File: src/rtl/xg_loop_loader.sv
// Purpose : captures one stream burst into a loop RAM, then kicks and waits for RAM replays.
// Latency : each accepted word is written to the RAM exactly 1 cycle after acceptance.
// Backpressure: s_ready is registered; it is high only in LOAD until the terminating word is taken.
// Option  : define XG_LOOP_LOADER_REPEAT_EN to replay loop_cnt+1 times; otherwise exactly one replay.
module xg_loop_loader #(
  parameter int WIDTH          = 417,
  parameter int MAX_DEPTH_BITS = 6
) (
  input  logic                      clk,
  input  logic                      reset,
  input  logic                      start,
  input  logic [7:0]                loop_cnt,
  input  logic [WIDTH-1:0]          s_data,
  input  logic                      s_valid,
  input  logic                      s_last,
  output logic                      s_ready,
  output logic [WIDTH-1:0]          ram_din,
  output logic                      ram_wr_en,
  output logic [MAX_DEPTH_BITS-1:0] ram_wr_addr,
  output logic                      ram_rd_loop_en,
  input  logic                      loop_done,
  output logic                      busy,
  output logic                      done,
  output logic                      overflow,
  output logic [MAX_DEPTH_BITS:0]   depth
);

  typedef enum logic [2:0] {
    IDLE   = 3'd0,
    LOAD   = 3'd1,
    KICK   = 3'd2,
    WAIT   = 3'd3,
    FINISH = 3'd4
  } state_t;

  localparam logic [MAX_DEPTH_BITS-1:0] LAST_ADDR = '1;
  localparam logic [MAX_DEPTH_BITS:0]   CNT_ONE   = 1;
  localparam logic [MAX_DEPTH_BITS:0]   CNT_LAST  = {1'b0, LAST_ADDR};

  state_t                  state;
  state_t                  state_next;
  logic [MAX_DEPTH_BITS:0] wr_cnt;
  logic                    term_seen;
  logic                    loop_done_q;
  logic [7:0]              rem;
  logic [7:0]              rem_init;

  logic accept;
  logic at_cap;
  logic term_word;
  logic loop_rise;
  logic start_ok;

  assign accept    = s_valid && s_ready;
  assign at_cap    = (wr_cnt == CNT_LAST);
  assign term_word = accept && (s_last || at_cap);
  assign loop_rise = loop_done && !loop_done_q;
  assign start_ok  = (state == IDLE) && start;

`ifdef XG_LOOP_LOADER_REPEAT_EN
  // Extra replays beyond the first come from the sampled loop_cnt.
  assign rem_init = loop_cnt;
`else
  // Single replay: loop_cnt is deliberately not consumed.
  logic loop_cnt_unused;
  assign loop_cnt_unused = ^loop_cnt;
  assign rem_init        = 8'd0;
`endif

  // State register.
  always_ff @(posedge clk) begin
    if (reset) state <= IDLE;
    else       state <= state_next;
  end

  // Next-state decode; unused encodings fall back to IDLE.
  always_comb begin
    state_next = state;
    case (state)
      IDLE:    if (start) state_next = LOAD;
      LOAD:    if (term_seen) state_next = KICK;
      KICK:    state_next = WAIT;
      WAIT:    if (loop_rise) state_next = (rem != 8'd0) ? KICK : FINISH;
      FINISH:  state_next = IDLE;
      default: state_next = IDLE;
    endcase
  end

  // State-decoded outputs.
  always_comb begin
    busy           = (state != IDLE);
    done           = (state == FINISH);
    ram_rd_loop_en = (state == KICK);
  end

  // Load datapath: write pipeline, counters, flags and replay bookkeeping.
  always_ff @(posedge clk) begin
    if (reset) begin
      s_ready     <= 1'b0;
      ram_din     <= '0;
      ram_wr_en   <= 1'b0;
      ram_wr_addr <= '0;
      wr_cnt      <= '0;
      depth       <= '0;
      overflow    <= 1'b0;
      term_seen   <= 1'b0;
      rem         <= 8'd0;
      loop_done_q <= 1'b0;
    end else begin
      ram_wr_en <= accept;
      if (accept) begin
        ram_din     <= s_data;
        ram_wr_addr <= wr_cnt[MAX_DEPTH_BITS-1:0];
      end

      if (start_ok) begin
        s_ready   <= 1'b1;
        wr_cnt    <= '0;
        depth     <= '0;
        overflow  <= 1'b0;
        term_seen <= 1'b0;
        rem       <= rem_init;
      end else begin
        if (state == LOAD) s_ready <= s_ready && !term_word;
        else               s_ready <= 1'b0;
        if (accept) begin
          wr_cnt <= wr_cnt + CNT_ONE;
          depth  <= wr_cnt + CNT_ONE;
        end
        if (term_word) term_seen <= 1'b1;
        if (accept && at_cap && !s_last) overflow <= 1'b1;
        if ((state == WAIT) && loop_rise && (rem != 8'd0)) rem <= rem - 8'd1;
      end

      // Edge detector history is wiped whenever a replay is kicked off.
      loop_done_q <= (state_next == KICK) ? 1'b0 : loop_done;
    end
  end

endmodule

File: config.mk
export PLATFORM = sky130hd
export DESIGN_NAME = xg_loop_loader
export DESIGN_NICKNAME = d
export VERILOG_FILES = /design/src/rtl/xg_loop_loader.sv
export SDC_FILE = /design/constraint.sdc
export NUM_CORES = 1
export LEC_CHECK = 0
export ABC_AREA = 0
export CORE_AREA = 2 2 336 338
export CTS_CLUSTER_DIAMETER = 40
export DETAILED_ROUTE_END_ITERATION = 16
export DIE_AREA = 0 0 338 340
export HOLD_SLACK_MARGIN = 0.1
export PLACE_DENSITY = 0.37
export RECOVER_POWER = 50
export SYNTH_ARGS = -nofsm -noshare
export SYNTH_HDL_FRONTEND = slang
export SYNTH_SLANG_ARGS = --single-unit
File: constraint.sdc
create_clock -name clk -period 2.2 [get_ports clk]
set_input_delay 0.44 -clock clk [delete_from_list [all_inputs] [get_ports clk]]
set_output_delay 0.44 -clock clk [all_outputs]
set_load 0.05 [all_outputs]
; Yosys cells after proc, flatten, opt, wreduce, memory -nomap -nowiden
; Cells that the tools add are included.
; W data, S select, Z words.
[op_classes]
n_mux = 7
div_mod_pow = 0
n_eq_ne = 6
magnitude_cmp = 0
shifts = 0
bitwise_logic = 0
mul = 0
n_reduce_logical = 18
add_sub_neg = 2
[ops]
columns = operator, count
row1 = $mux W3, 4
row2 = $pmux W3 S4, 1
row3 = $eq A3 B2 Y1 const B, 3
row4 = $logic_and A1 B1 Y1, 9
row5 = $reduce_bool A8 Y1, 1
row6 = $sub A8 B1 Y8 const B, 1
row7 = $add A7 B1 Y7 const B, 1
row8 = $eq A7 B6 Y1 const B, 1
row9 = $reduce_or A2 Y1, 2
row10 = $eq A3 B1 Y1 const B, 1
row11 = $eq A3 B3 Y1 const B, 1
row12 = $logic_not A1 Y1, 3
row13 = $logic_not A3 Y1, 1
row14 = $reduce_bool A3 Y1, 1
row15 = $mux W1, 2
row16 = $logic_or A1 B1 Y1, 1
[word_totals]
mem_bits_ro = 0
memories = 0
register_bits = 446
ramBits = 0
output_inout_bits = 436
inputBits = 431
elab_cells = 43
latchBits = 0

; Logic depth before layout (Yosys ltp)
[depth]
word_depth = 7
depth_mapped = 6
depth_no_buf = 5

; Worst setup path before layout
; Ideal clock, no wire load.
[synth_timing]
path_kind = register -> output
start = register state[1]
end = output port done
setup_slack_ps = 159
n_path_buf = 1
t_arrival_ps = 1601
path_stages_with_launch = 3
required_time_ps = 1760
path_cell_list = dfxtp_1 -> buf_2 -> nor3b_1
[synth_between]
elab_chain_len = 1
[synth_rtl]
columns = item, line_no
row1 = from (decl), 40  ; state_t state;
row2 = from (signal assigned), 73  ; else state <= state_next;
row3 = $eq A3 B3 Y1, 92  ; done = (state == FINISH);
row4 = to (decl), 23  ; output logic done,
; No other way between the ends.

; Worst setup path after layout
[layout_timing]
start = register ram_din[213]
end = output port ram_din[213]
[layout_lines]
columns = item, line_no
row1 = from (decl), 17  ; output logic [WIDTH-1:0] ram_din,
row2 = from (signal assigned), 112  ; ram_din <= s_data;
; No word-level cell between the ends.

==> impl_metrics.csv <==
group,metric,value,unit
run_status,status,"completed",
timing,finalSetupTns,0,ps
timing,max_freq,0.480,GHz
yosys,synth-xor-area-share,0.00227,
timing,grt_setup_unrepaired,"false",
yosys,ys_ff_latch,446,
timing,period_needed,2080,ps
layout,final_area,29200,sq um
cts,cts-root-buf,"clkbuf_16",
yosys,syn_inst,1958,
timing,setup_viol,0,
cts,cts_tree,"yes",
global_routing,grt.overflow.total,0,
power_and_ir_drop,p_per_area,959,nW/um^2
floorplan,die_w,338,um
cts,cts_made_buffers,103,
yosys,synth_fa_ha_area_frac,0.00244,
power_and_ir_drop,p_total,28.0,mW
setup_path,cp.required,1760,ps
timing,report.final.slew_viol_count,0,
route,final_antenna_net_count,0,
global_routing,use_met3,0.0553,
setup_path,path_buf_inv,1,
timing,period_share,0.947,
global_routing,grt_usage,0.129,
route,wirelength,76.7,mm
global_routing,grt_pass1_vias,16900,
timing,hold_viol,0,
setup_path,cp-start-kind,"flip-flop",
yosys,yosys_warnings,0,
placement,io_buffer_count,858,
setup_path,crit_path_top_delay_cell,"dlygate4sd2_1",
floorplan,fp-row-count,123,
yosys,synth.cell_area,15400,sq um
placement,dpl-instance-area,26100,sq um
yosys,muxShareOfSynthArea,0.00130,
timing,tightestPinTransition,720,ps
timing,max_slew_margin,0.520,
floorplan,die_area,115000,sq um
yosys,avgSynthCellArea,7.87,sq um
power_and_ir_drop,ir_drop,0.578,mV
cts,cts_sinks,446,
cts,cts_hold_buf,0,
layout,final_core_util,0.262,
setup_path,worstSetupPathType,"reg -> out",
global_routing,grt_max_degree,72,
route,dr.pass1.iters,4,
floorplan,start_util,0.138,
floorplan,io_pins,867,
global_routing,grt_most_used_layer,"met2",
yosys,yosys.area_share.simple,0.230,
layout,syn_to_final_growth,89.7,%
layout,finalNetCount,3285,
cts,h-tree-depth,3,
timing,finClkSkew,40.6,ps
setup_path,crit_path_max_incr_delay,590,ps
setup_path,path_max_fanout,2,
yosys,synth.net_count,2392,
layout,drive_gt1_frac,0.0991,
route,wl_per_cell,17.3,um
global_routing,grt_pass1_wl,111,mm
route,first_iter_violations,606,
run,maxCapViolCount,0,
yosys,synth.distinct_cells,45,
global_routing,grtUsageMet1,0.138,
yosys,synth_top_family_by_area,"simple AND/OR/NAND/NOR gates",
setup_path,critPathTopFamily,"buffers and inverters",
layout,fill_cells,12300,
placement,routabilityCongestion,0.752,
yosys,synth_compound_area_frac,0.147,
yosys,synth-edff-count,0,
yosys,async_flop_share,0,
route,drc_errors,0,
route,vias_per_cell,3.70,
global_routing,met2_usage,0.221,
worst_hold_path,min_path_type,"in -> reg",
power_and_ir_drop,p_leak,12.2,nW
floorplan,die_h,340,um
placement,dp.final_hpwl,57.5,mm
yosys,ys_seq_area_frac,0.580,
cts,clk_pin_slew,50,ps
cts,cts_buffer_depth,3,
setup_path,cp.arrival,1640,ps
cts,clock_latency,660,ps
route,vias,16500,
setup_path,end_kind,"primary output",
floorplan,core-area,112000,sq um
yosys,ys.flop_type,"dfxtp_1",
global_routing,antenna_found_initial,10,
setup_path,crit_chain,"dlygate4sd2_1",
-- report_power, final --
group	switching [mW]	internal, mW	total [mW]	leakage, nW
Sequential	0.131	8.37	8.50	3.62
Combinational	1.80	1.16	2.96	6.73
Clock	5.05	11.5	16.5	1.84
Total	6.98	21.0	28.0	12.2
-- layout make-up --
class,count,area (sq um),share of cell area
clock buffers,139,2970,0.102
inverters,2,7.51,0.000257
multi-input cells,1362,5920,0.202
diodes,7,17.5,0.000599
flip-flops and latches,446,8930,0.306
repair buffers,936,8700,0.298
well taps,1500,1880,0.0642
clock inverters,50,801,0.0274
-- timing repair --
action / 4_1_cts / 5_1_grt
setup endpoints to repair: 404 / 0
setup buffers: 0 / 0
gates resized for setup: 404 / 0
-- cells in the final DEF, fill, tap and decap left out, types with 5 or more instances in the layout --
cell,instances
dfxtp_1,444
dlygate4sd2_1,400
clkbuf_1,24
buf_4,59
bufinv_16,18
clkinv_2,19
clkdlybuf4s50_1,421
buf_12,16
diode_2,7
nand2_1,853
nor2_1,11
or3_1,8
clkbuf_2,19
clkbuf_8,24
clkbuf_16,104
clkbuf_4,5
a21oi_1,436
clkinvlp_4,8
-- cells in the mapped netlist (2+ instances only) --
cell | number | area (sq um)
clkbuf_1 | 133 | 499
nand2_1 | 854 | 3210
nor2_1 | 11 | 41.3
and3b_1 | 2 | 17.5
buf_2 | 3 | 15.0
nor2b_1 | 3 | 18.8
a21oi_1 | 436 | 2180
nor4_1 | 2 | 12.5
nand3_1 | 3 | 15.0
buf_1 | 11 | 41.3
nand2b_1 | 3 | 18.8
ha_1 | 3 | 37.5
o21ai_1 | 3 | 15.0
inv_1 | 2 | 7.51
nand4b_1 | 2 | 17.5
dfxtp_1 | 446 | 8930
o31ai_1 | 2 | 15.0
or3_1 | 8 | 50.1
mux2i_1 | 2 | 20.0
o21ai_0 | 2 | 10.0
xor2_1 | 3 | 26.3
-- logic make-up (layout without fill, tap and decap cells) --
kind of cell | Yosys count | count (layout)
compound gates | 448 | 448
simple gates | 905 | 905
flops | 446 | 446
fa+ha+maj | 3 | 3
mux | 2 | 2
buf+inv | 150 | 1127
xor+xnor | 4 | 4
other cells | 0 | 7
-- stage by stage --
| stage | hold WS [ps] | setup WS [ps] | std cells |
|---|---|---|---|
| 5_1_grt | 191 | 20.1 | 4441 |
| 6_report | 215 | 116 | 4442 |
| 3_5_place_dp | 446 | 62.3 | 4246 |
| 2_1_floorplan | 446 | 159 | 1958 |
| 3_3_place_gp | 442 | 62.5 | 4246 |
| 4_1_cts | 139 | 8.14 | 4435 |
-- state kept, by name, summed over array words and instances (netlist names) --
signal       flops
ram_wr_addr      6
term_seen        1
loop_done_q      1
ram_wr_en        1
s_ready          1
wr_cnt           7
state            3
overflow         1
rem              8
ram_din        417
-- final timing paths --
| path | to | slack [ps] | depth (start not counted) | startpoint |
|---|---|---|---|---|
| worst max-delay path | ram_din[213] | 120 | 1 | ram_din[213]$_SDFFE_PP0P_ |
| worst min-delay path | ram_din[208]$_SDFFE_PP0P_ | 220 | 2 | reset |
| worst max register to register | ram_din[171]$_SDFFE_PP0P_ | 210 | 5 | s_ready$_SDFF_PP0_ |
| worst min register to register | ram_din[154]$_SDFFE_PP0P_ | 450 | 2 | ram_din[154]$_SDFFE_PP0P_ |
-- layer usage --
layer  up-vias  part of all wire
li1       8162                 -
met1      7559              0.38
met2       603              0.49
met3       121              0.10
met4         8             0.026
met5         -           0.00072
(Power assumes the default switching activity.)
